$ cat src/rtl/delaychain_pkg.sv
// Shared types and constants for the delay-line measurement engine.
`timescale 1ns/1ps

package delaychain_pkg;

    // Capture taps per delay line and the matching count width.
    localparam int TAPS       = 16;
    localparam int CNT_W      = $clog2(TAPS + 1);
    // Number of clocks spent in ARM before each launch.
    localparam int ARM_CYCLES = 2;

    typedef enum logic [2:0] {
        IDLE,
        ARM,
        LAUNCH,
        WAIT,
        CAP1,
        CAP2,
        EVAL
    } state_t;

    // Returns {count, bubble}.
    // count is the number of contiguous ones starting at bit0.
    // bubble is set when any 1 appears above the first 0.
    function automatic logic [CNT_W:0] therm_to_count(input logic [TAPS-1:0] t);
        logic [CNT_W-1:0] cnt;
        logic             seen0;
        logic             bub;
        cnt   = '0;
        seen0 = 1'b0;
        bub   = 1'b0;
        for (int i = 0; i < TAPS; i++) begin
            if (!t[i])
                seen0 = 1'b1;
            else if (seen0)
                bub = 1'b1;
            else
                cnt = cnt + 1'b1;
        end
        return {cnt, bub};
    endfunction

endpackage

$ cat src/rtl/delay_segment.sv
// One delay segment: a chain of STAGES buffers that is optionally bypassed.
// The buffers carry no delay in RTL simulation. They exist so that
// implementation keeps a real chain in place. The keep/dont_touch attributes
// stop the chain from being collapsed.
`timescale 1ns/1ps

module delay_segment #(
    parameter int STAGES = 4
) (
    input  logic din,
    input  logic bypass,
    output logic dout
);

    (* keep = "true", dont_touch = "true" *) logic [STAGES:0] stage;

    assign stage[0] = din;

    for (genvar g = 0; g < STAGES; g++) begin : g_buf
        assign stage[g+1] = stage[g];
    end

    // In bypass, the segment hands its input straight to the next segment.
    assign dout = bypass ? din : stage[STAGES];

endmodule

$ cat src/rtl/delaychain_meter.sv
// Multi-channel delay-line meter.
// The FSM launches a rising edge into one channel and waits a programmed
// number of clocks. It then captures the tap thermometer code through two
// flop stages and reports how deep the edge travelled.
// Optional feature macro: DELAYCHAIN_AVG_EN. When it is defined, each start
// runs 2**AVG_LOG2 launches and tap_sum accumulates their counts.
// chan_sel is one bit wider than a plain channel index. The extra bit lets an
// out-of-range selection be expressed, so the meter can flag it.
`timescale 1ns/1ps

module delaychain_meter
    import delaychain_pkg::*;
#(
    parameter int   CHANNELS       = 8,
    parameter int   STAGES_PER_TAP = 4,
    parameter int   WAIT_W         = 8,
    parameter int   AVG_LOG2       = 2,
    localparam int  CHAN_W         = $clog2(CHANNELS) + 1,
    localparam int  SUM_W          = CNT_W + AVG_LOG2
) (
    input  logic              clk,
    input  logic              rst,
    input  logic              start,
    input  logic [CHAN_W-1:0] chan_sel,
    input  logic [WAIT_W-1:0] wait_cycles,
    input  logic              bypass,
    output logic              busy,
    output logic              done,
    output logic [TAPS-1:0]   therm,
    output logic [CNT_W-1:0]  tap_count,
    output logic [SUM_W-1:0]  tap_sum,
    output logic              err
);

    localparam int               ARM_W    = $clog2(ARM_CYCLES);
    localparam logic [CHAN_W-1:0] CHAN_LIM = CHAN_W'(CHANNELS);

    state_t                state, next;
    logic [ARM_W-1:0]      arm_cnt;
    logic [WAIT_W-1:0]     wait_cnt;
    logic [WAIT_W-1:0]     wait_q;
    logic [CHAN_W-1:0]     chan_q;
    logic                  bad_q;
    logic [CHANNELS-1:0]   launch_lines;
    logic [CHANNELS-1:0]   launch_d;
    logic [TAPS-1:0]       tap_arr [CHANNELS];
    logic [TAPS-1:0]       tap_sel;
    logic [TAPS-1:0]       tap_q;
    logic [TAPS-1:0]       sync_q;
    logic [CNT_W:0]        eval_res;
    logic                  last_rep;

    // Delay lines: each tap output feeds the next segment and one capture bit.
    for (genvar c = 0; c < CHANNELS; c++) begin : g_chan
        for (genvar t = 0; t < TAPS; t++) begin : g_tap
            logic seg_in;
            logic seg_out;
            if (t == 0) begin : g_first
                assign seg_in = launch_lines[c];
            end else begin : g_next
                assign seg_in = g_tap[t-1].seg_out;
            end
            delay_segment #(.STAGES(STAGES_PER_TAP)) u_seg (
                .din    (seg_in),
                .bypass (bypass),
                .dout   (seg_out)
            );
            assign tap_arr[c][t] = seg_out;
        end
    end

    assign tap_sel  = tap_arr[chan_q[CHAN_W-2:0]];
    assign eval_res = therm_to_count(sync_q);

`ifdef DELAYCHAIN_AVG_EN
    logic [AVG_LOG2-1:0] rep_cnt;
    assign last_rep = &rep_cnt;
`else
    assign last_rep = 1'b1;
`endif

    // State register.
    always_ff @(posedge clk or posedge rst) begin
        if (rst)
            state <= IDLE;
        else
            state <= next;
    end

    // Next-state logic and per-channel launch levels.
    // launch_d is computed from next, so the registered launch line rises
    // on the same edge that enters LAUNCH.
    always_comb begin
        next     = state;
        launch_d = '0;
        case (state)
            IDLE:    if (start) next = (chan_sel >= CHAN_LIM) ? EVAL : ARM;
            ARM:     if (arm_cnt == '0) next = LAUNCH;
            LAUNCH:  next = (wait_q == '0) ? CAP1 : WAIT;
            WAIT:    if (wait_cnt == WAIT_W'(1)) next = CAP1;
            CAP1:    next = CAP2;
            CAP2:    next = EVAL;
            EVAL:    next = (!bad_q && !last_rep) ? ARM : IDLE;
            default: next = IDLE;
        endcase
        if (next == LAUNCH || next == WAIT || next == CAP1)
            launch_d[chan_q[CHAN_W-2:0]] = 1'b1;
    end

    // Timers, capture pipeline, result registers and handshake.
    always_ff @(posedge clk or posedge rst) begin
        if (rst) begin
            busy         <= 1'b0;
            done         <= 1'b0;
            therm        <= '0;
            tap_count    <= '0;
            tap_sum      <= '0;
            err          <= 1'b0;
            arm_cnt      <= '0;
            wait_cnt     <= '0;
            wait_q       <= '0;
            chan_q       <= '0;
            bad_q        <= 1'b0;
            tap_q        <= '0;
            sync_q       <= '0;
            launch_lines <= '0;
`ifdef DELAYCHAIN_AVG_EN
            rep_cnt      <= '0;
`endif
        end else begin
            done         <= 1'b0;
            launch_lines <= launch_d;

            if (state == IDLE && start) begin
                busy      <= 1'b1;
                chan_q    <= chan_sel;
                wait_q    <= wait_cycles;
                bad_q     <= (chan_sel >= CHAN_LIM);
                therm     <= '0;
                tap_count <= '0;
                tap_sum   <= '0;
                err       <= 1'b0;
`ifdef DELAYCHAIN_AVG_EN
                rep_cnt   <= '0;
`endif
            end

            if (state != ARM && next == ARM)
                arm_cnt <= ARM_W'(ARM_CYCLES - 1);
            else if (state == ARM)
                arm_cnt <= arm_cnt - 1'b1;

            if (state == LAUNCH)
                wait_cnt <= wait_q;
            else if (state == WAIT)
                wait_cnt <= wait_cnt - 1'b1;

            if (state == CAP1)
                tap_q <= tap_sel;
            if (state == CAP2)
                sync_q <= tap_q;

            if (state == EVAL) begin
                if (bad_q) begin
                    err <= 1'b1;
                end else begin
                    therm     <= sync_q;
                    tap_count <= eval_res[CNT_W:1];
                    err       <= err | eval_res[0];
`ifdef DELAYCHAIN_AVG_EN
                    tap_sum   <= tap_sum + SUM_W'(eval_res[CNT_W:1]);
                    rep_cnt   <= rep_cnt + 1'b1;
`else
                    tap_sum   <= SUM_W'(eval_res[CNT_W:1]);
`endif
                end
                if (next == IDLE) begin
                    done <= 1'b1;
                    busy <= 1'b0;
                end
            end
        end
    end

endmodule
$ cat config.mk
export PLATFORM = sky130hd
export DESIGN_NAME = delaychain_meter
export DESIGN_NICKNAME = d
export VERILOG_FILES = /design/src/rtl/delaychain_pkg.sv /design/src/rtl/delay_segment.sv /design/src/rtl/delaychain_meter.sv
export SDC_FILE = /design/constraint.sdc
export NUM_CORES = 1
export LEC_CHECK = 0
export BUFFER_PORTS_ARGS = -buffer_cell sky130_fd_sc_hd__buf_2
export CAP_MARGIN = 40
export CORE_ASPECT_RATIO = 0.5
export CORE_MARGIN = 1
export CORE_UTILIZATION = 36
export DETAILED_ROUTE_END_ITERATION = 8
export PLACE_DENSITY = 0.57
export SLEW_MARGIN = 0
export SYNTH_ARGS = -nofsm -noshare
export SYNTH_HDL_FRONTEND = slang
export SYNTH_SLANG_ARGS = --single-unit
$ cat constraint.sdc
create_clock -name clk -period 2.7 [get_ports clk]
set_clock_uncertainty 0.1 [all_clocks]
set_input_delay 0.27 -clock clk [delete_from_list [all_inputs] [get_ports clk]]
set_output_delay 0.27 -clock clk [all_outputs]
set_load 0.03 [all_outputs]
==> summary.txt, run 1 <==
outcome - completed
cells after synthesis - 245
Critical Path, Cell by Cell - nor2_1, and3_1, mux2_2
Synthesized Nets - 263
Setup TNS - 0 ps
Slew Limit Fails - 0
first-pass GRT wire length - 9.04 mm
layout cells sized above 1 - 27.3%
syn_area_per_cell - 11.0 µm²
Routability Congestion - 0.762
worst hold path class - input pin to flop
Startpoint Class - flop
DPL Wire Length - 3.52 mm
Vias/cell - 4.96
slowest cell delay on critical path - 600 ps
Die ar. - 0.00789 mm²
Port Buffers - 45
Wirelength per Cell - 13.1 µm
final wirelength - 5.11 mm
Setup-failing EPs final - 0
clk_lat worst skew - 320 ps
core box area - 0.00696 mm²
total global routing overflow - 0
GRT Util Overall - 15.2%
Tcrit/Tclk final - 70.9%
vias in the first global route - 1874
Antenna Violating Nets Remaining - 0
Final Hold Viols - 0
worst path required time - 2810 ps
Clock Sinks - 65
row cnt - 21
fin crit period - 1910 ps
Die W - 125 µm
# DRC - 0
largest net degree at the start of global routing - 37
via count - 1929
TritonCTS clock tree - yes
First-pass DRT Iterations - 4
Setup Buffers After CTS - 0
clk buf depth - 2
Worst slew margin - 50.2%
Reg clk slew, reported paths - 50 ps
drt initial violations - 100
LEAKAGE - 1.74 nW
MaxCap Viol Count - 0
initial antenna violation count - 0
Placed Instances - 372
Root Driver - clkbuf_16
initial core utilization - 38.8%
Layout Nets - 310
P&R area growth vs syn - 24.0%
Slowest-stage cell, CP - and3_1
crit path max fanout - 14
PwrDens - 1190 mW/mm²
Finished Layout Cells - 389
measured slew at the worst slew-check pin - 746 ps
Synth Cell Area - 0.00271 mm²
Peak VDD IR - 0.408 mV
ANT cells - 0
Max Freq - 0.522 GHz
H-tree Lvls - 3
CP Data Arrival Time - 2020 ps
IO Pins - 47
die outline height - 63.3 µm
critical path type - flop to flop
crit end category - flop
unrepaired setup endpoints after global routing - false
Num CTS Buffers - 9
yosys warns - 0
## worst paths after layout
kind	depth (start not counted)	slack, ps	to	start
worst max-delay path	3	790	wait_q[6]	state[2]
worst min-delay path	2	60	wait_q[7]	wait_cycles[7]
worst max register to register	3	790	wait_q[6]	state[2]
worst min register to register	2	360	therm[3]	therm[3]
max in group asynchronous	4	1370	wait_cnt[1]	rst
min in group asynchronous	3	520	tap_count[4]	rst
## final cells by class
type	instances	area, µm²
clock buffer	11	253
clock inverter	5	77.6
fill	640	3610
inverter	7	26.3
multi-input combinational	160	978
sequential	65	1630
tap	92	115
timing repair buffer	49	278
## flip-flops by register name, summed over array words and instances, names as in the netlist, 3 cells and up
signal / count
therm: 16
launch_lines: 8
wait_cnt: 8
wait_q: 8
tap_sum: 7
tap_count: 5
chan_q: 3
state: 3
## cell usage in the layout (no fill, tap or decap), types with 3 or more instances in the layout
| master | count |
|---|---|
| and2_1 | 10 |
| clkbuf_16 | 9 |
| nor3_1 | 3 |
| a31oi_1 | 4 |
| mux2_1 | 4 |
| nand2b_1 | 8 |
| inv_1 | 5 |
| dfrtp_1 | 65 |
| mux2i_1 | 4 |
| o21ai_0 | 8 |
| nand2_1 | 45 |
| nor2_1 | 20 |
| a21oi_1 | 12 |
| mux2_2 | 9 |
| o31ai_1 | 3 |
| buf_2 | 45 |
## where the power goes
part / internal, W / leakage [nW] / switching (W)
Sequential: 0.00131 / 0.836 / 0.000307
Combinational: 0.000452 / 0.738 / 0.000671
Clock: 0.000854 / 0.162 / 0.000394
## routing by layer
layer | up-vias | global-route usage (%) | wire length (µm)
li1 | 930 | - | -
met1 | 940 | 18.5 | 2410
met2 | 52 | 23.2 | 2310
met3 | 7 | 6.03 | 305
met4 | 0 | 8.58 | 84
met5 | - | 0 | 0
## worst max-delay path, delay by kind of cell, from the launching register on
family	cells	cell delay, ps
DFF	1	490
and+or+nand+nor	2	800
muxes	1	410
## timing repair
action	4_1_cts	5_1_grt
resized for setup	0	0
hold buffers	1	0
hold endpoints to repair	35	0
## per-stage QoR
| step | total power [W] | hold slack (ps) | cell area, µm² | setup WS, ps | utilization [%] |
|---|---|---|---|---|---|
| 2_1_floorplan | 0.00245 | 305 | 2710 | 704 | - |
| 3_3_place_gp | 0.00271 | 331 | 3000 | 812 | 43.1 |
| 3_5_place_dp | 0.00277 | 346 | 3010 | 782 | 43.3 |
| 4_1_cts | 0.00404 | 47.1 | 3350 | 764 | 48.2 |
| 5_1_grt | 0.00428 | 56.6 | 3350 | 631 | 48.2 |
| 6_report | 0.00399 | 61.6 | 3350 | 786 | 48.2 |
Note: power is estimated with default switching activity, not from simulation.
==> run 2: changes to the inputs <==
PLACE_DENSITY = 0.59   (was 0.57)
clock period = 1.7 ns   (was 2.7 ns; I/O delays follow)
==> run 2 against run 1 <==
- first-iteration DRC count down 30%
- critical path depth grew 3
- worst hold slack got worse by 9.1 ps
- global-route usage increased by 0.84 points
- register-to-register slack worse by 730 ps
- maximum frequency is 16% higher
- utilization grew 3.6 points
- clock power increased by 36%
- combinational power is 96% higher
- via count is 5.8% higher
- largest cell class unchanged
- highest routed layer unchanged
==> summary.txt, run 2 (synthesis results as in run 1) <==
Reg clk slew, reported paths - 50 ps
Wirelength per Cell - 13.4 µm
Worst slew margin - 67.2%
internal power - 0.00414 W
First-pass DRT Iterations - 4
Slew Limit Fails - 0
layout cells sized above 1 - 31.7%
unrepaired setup endpoints after global routing - true
PwrDens - 1770 mW/mm²
TritonCTS clock tree - yes
worst r2r dst - wait_cnt[6]
WHS Endpoint - bad_q
MaxCap Viol Count - 0
clk_lat worst skew - 320 ps
Port Buffers - 45
Placed Instances - 390
LEAKAGE - 1.85 nW
Routability Congestion - 0.860
Die ar. - 0.00789 mm²
most frequent cells in the layout - dfrtp_1, nand2_1, buf_2
crit path max fanout - 2
first-pass GRT wire length - 9.85 mm
final wirelength - 5.58 mm
CP Data Arrival Time - 1810 ps
# DRC - 0
critical path type - flop to flop
clk buf depth - 2
hold path depth - 2
largest reg by FF count - therm
P&R area growth vs syn - 33.2%
largest net degree at the start of global routing - 38
IO Pins - 47
Num CTS Buffers - 9
R2R setup slack - 50 ps
outcome - completed
Switching Power - 0.00224 W
initial core utilization - 38.8%
H-tree Lvls - 3
Antenna Violating Nets Remaining - 0
DPL Wire Length - 3.74 mm
max reg flops - 16
Layout Nets - 339
Gate power share - 34.5%
drt initial violations - 70
Reg-to-Reg Start - wait_cnt[1]
commonest non-fill, non-tap cell in the layout - dfrtp_1
ANT cells - 0
measured slew at the worst slew-check pin - 491 ps
GRT Util Overall - 16.1%
Flop pwr share - 38.9%
Worst R2R Path Depth - 6
Vias/cell - 4.89
number of fill cells - 628
beginning of the worst hold path - chan_sel[3]
total global routing overflow - 0
Peak VDD IR - 0.632 mV
Die W - 125 µm
Max Freq - 0.606 GHz
Clk pwr share - 26.6%
die outline height - 63.3 µm
vias in the first global route - 2076
crit end category - flop
Setup-failing EPs final - 0
Tcrit/Tclk final - 97.0%
initial antenna violation count - 0
fin crit period - 1650 ps
Switching Share - 35.1%
fin util - 51.8%
worst hold path class - input pin to flop
via count - 2041
Root Driver - clkbuf_16
core box area - 0.00696 mm²
Startpoint Class - flop
worst path required time - 1860 ps
Tot Pwr - 0.00639 W
Final Hold Viols - 0
Finished Layout Cells - 417
Clock Sinks - 65
row cnt - 21
-- run 2: layer usage --
layer	track usage, %	routed length, µm
met1	19.3	2580
met2	26.4	2700
met4	5.72	74
met3	6.29	221
met5	0	0
-- run 2: cell type report --
| class | instances | area, µm² | area share, % |
|---|---|---|---|
| well taps | 92 | 115 | 3.19 |
| clock buffers | 13 | 270 | 7.50 |
| clock inverters | 2 | 12.5 | 0.347 |
| multi-input cells | 160 | 1000 | 27.8 |
| repair buffers | 78 | 548 | 15.2 |
| flip-flops and latches | 65 | 1630 | 45.1 |
| inverters | 7 | 30.0 | 0.833 |
-- run 2: worst max path at each step --
stage | start | end | slack (ps) | depth (start not counted)
floorplan | wait_cnt[0] | wait_cnt[6] | 70 | 6
global placement | state[1] | tap_count[3] | -40 | 3
detailed placement | wait_cnt[0] | wait_cnt[6] | 1 | 6
CTS | wait_cnt[3] | state[0] | 4 | 4
global route | wait_cnt[1] | wait_cnt[6] | -40 | 6
finish | wait_cnt[1] | wait_cnt[6] | 50 | 6
-- run 2: worst max-delay path, cell delays in order, from the launching register on --
cell,delay [ps]
dfrtp_1,380
inv_1,80
ha_2,180
inv_1,60
or4b_4,500
a21oi_2,150
a2bb2oi_2,130
-- run 2: stage by stage --
stage               area (µm²)  setup TNS (ps)  hold WS, ps  setup WS (ps)
floorplan                 2710               0          205           68.1
global placement          3160            -664          118          -35.8
detailed placement        3180               0          129           1.23
CTS                       3590               0         40.1           3.63
global route              3600           -39.0         48.2          -39.0
finish                    3600               0         52.5           51.1
-- run 2: repair_timing --
item                                    in CTS  in global routing
pin swaps                                    1                  2
endpoints found under the setup margin       1                  3
hold buffers                                12                  0
hold endpoints to repair                    31                  0
gates resized for setup                      3                  3
setup buffers                                0                  0
-- run 2: power by group through the flow --
stage	Clock, W	Combinational, W	Sequential, W
2_1_floorplan	0	0.00112	0.00277
6_report	0.00170	0.00220	0.00249
3_5_place_dp	0	0.00213	0.00251
5_1_grt	0.00182	0.00245	0.00256
4_1_cts	0.00175	0.00219	0.00248
3_3_place_gp	0	0.00208	0.00248
==> run 3: changes to the inputs <==
MAX_ROUTING_LAYER = met4   (was unset)
==> run 3 against run 2 <==
- worst setup slack better by 0.57 ps
- first-iteration DRC count down 7.1%
- die area unchanged
- critical path type unchanged
- critical endpoint unchanged
==> summary.txt, run 3 (synthesis results as in run 1) <==
outcome - completed
Tcrit/Tclk final - 97.0%
first-pass GRT wire length - 9.85 mm
TritonCTS clock tree - yes
H-tree Lvls - 3
Switching Power - 0.00224 W
Flop pwr share - 38.9%
P&R area growth vs syn - 33.2%
initial antenna violation count - 0
internal power - 0.00414 W
Reg clk slew, reported paths - 50 ps
fin util - 51.8%
Peak VDD IR - 0.634 mV
core box area - 0.00696 mm²
Max Freq - 0.607 GHz
DPL Wire Length - 3.74 mm
measured slew at the worst slew-check pin - 492 ps
largest reg by FF count - therm
First-pass DRT Iterations - 4
R2R setup slack - 50 ps
worst path required time - 1860 ps
Setup-failing EPs final - 0
Die W - 125 µm
GRT Util Overall - 16.5%
Wirelength per Cell - 13.4 µm
# DRC - 0
MaxCap Viol Count - 0
Port Buffers - 45
Gate power share - 34.5%
drt initial violations - 65
Die ar. - 0.00789 mm²
Vias/cell - 4.89
most frequent cells in the layout - dfrtp_1, nand2_1, buf_2
via count - 2040
clk buf depth - 2
Startpoint Class - flop
Setup Buffers After CTS - 0
unrepaired setup endpoints after global routing - true
Switching Share - 35.1%
Tot Pwr - 0.00638 W
worst setup path start - wait_cnt[1]
Reg-to-Reg Start - wait_cnt[1]
Layout Nets - 339
fin crit period - 1650 ps
row cnt - 21
max reg flops - 16
clk_lat worst skew - 320 ps
initial core utilization - 38.8%
worst r2r dst - wait_cnt[6]
PwrDens - 1770 mW/mm²
crit path max fanout - 2
worst hold path class - input pin to flop
Antenna Violating Nets Remaining - 0
Worst R2R Path Depth - 6
Num CTS Buffers - 9
largest net degree at the start of global routing - 38
Routability Congestion - 0.874
Clk pwr share - 26.6%
final wirelength - 5.59 mm
layout cells sized above 1 - 31.7%
CP Data Arrival Time - 1800 ps
vias in the first global route - 2074
total global routing overflow - 0
Clock Sinks - 65
commonest non-fill, non-tap cell in the layout - dfrtp_1
Final Hold Viols - 0
Setup crit end - wait_cnt[6]
critical path type - flop to flop
LEAKAGE - 1.85 nW
ANT cells - 0
Worst slew margin - 67.1%
Slew Limit Fails - 0
Root Driver - clkbuf_16
die outline height - 63.3 µm
IO Pins - 47
crit end category - flop
-- run 3: power by group through the flow --
stage / Clock, W / Combinational (W) / Sequential, W
floorplan: 0 / 0.00112 / 0.00277
global placement: 0 / 0.00208 / 0.00248
detailed placement: 0 / 0.00213 / 0.00251
CTS: 0.00175 / 0.00219 / 0.00248
global route: 0.00182 / 0.00245 / 0.00256
finish: 0.00170 / 0.00220 / 0.00249
-- run 3: worst max-delay path, cell delays in order (launching register included) --
cell,delay [ps]
dfrtp_1,380
inv_1,80
ha_2,180
inv_1,60
or4b_4,500
a21oi_2,150
a2bb2oi_2,130
-- run 3: per-stage QoR --
step	hold WS, ps	area, µm²	setup TNS [ps]	cells	setup WS (ps)
4_1_cts	40.1	3590	0	417	3.63
2_1_floorplan	205	2710	0	245	68.1
3_5_place_dp	129	3180	0	390	1.23
3_3_place_gp	118	3160	-664	389	-35.8
6_report	52.6	3600	0	417	51.7
5_1_grt	48.2	3600	-39.0	417	-39.0
-- run 3: how the worst min path moves through the flow --
stage	startpoint	end	slack (ps)	cells after the start
6_report	chan_sel[3]	bad_q	50	2
5_1_grt	chan_sel[3]	bad_q	50	2
4_1_cts	chan_sel[3]	bad_q	40	2
3_5_place_dp	rst	therm[3]	130	2
3_3_place_gp	rst	tap_count[3]	120	2
2_1_floorplan	wait_cycles[0]	wait_q[0]	200	1
-- run 3: layout make-up --
class,count,area (µm²)
Multi-Input combinational cell,160,1000
Inverter,7,30.0
Clock buffer,13,270
Timing Repair Buffer,78,548
Sequential cell,65,1630
Tap cell,92,115
Clock inverter,2,12.5
Fill cell,628,3360
-- run 3: layer usage --
metal	up-vias	share of wire [%]	GRT usage, %
met5	-	0	-
met1	1005	46	19.3
met3	7	4.5	6.29
li1	983	-	-
met2	45	48	26.3
met4	0	1.3	5.72
-- run 3: repair_timing --
action / 4_1_cts / 5_1_grt
endpoints found under the hold margin: 31 / 0
gates resized for setup: 3 / 3
setup endpoints to repair: 1 / 3
hold buffers: 12 / 0
pin swaps: 1 / 2
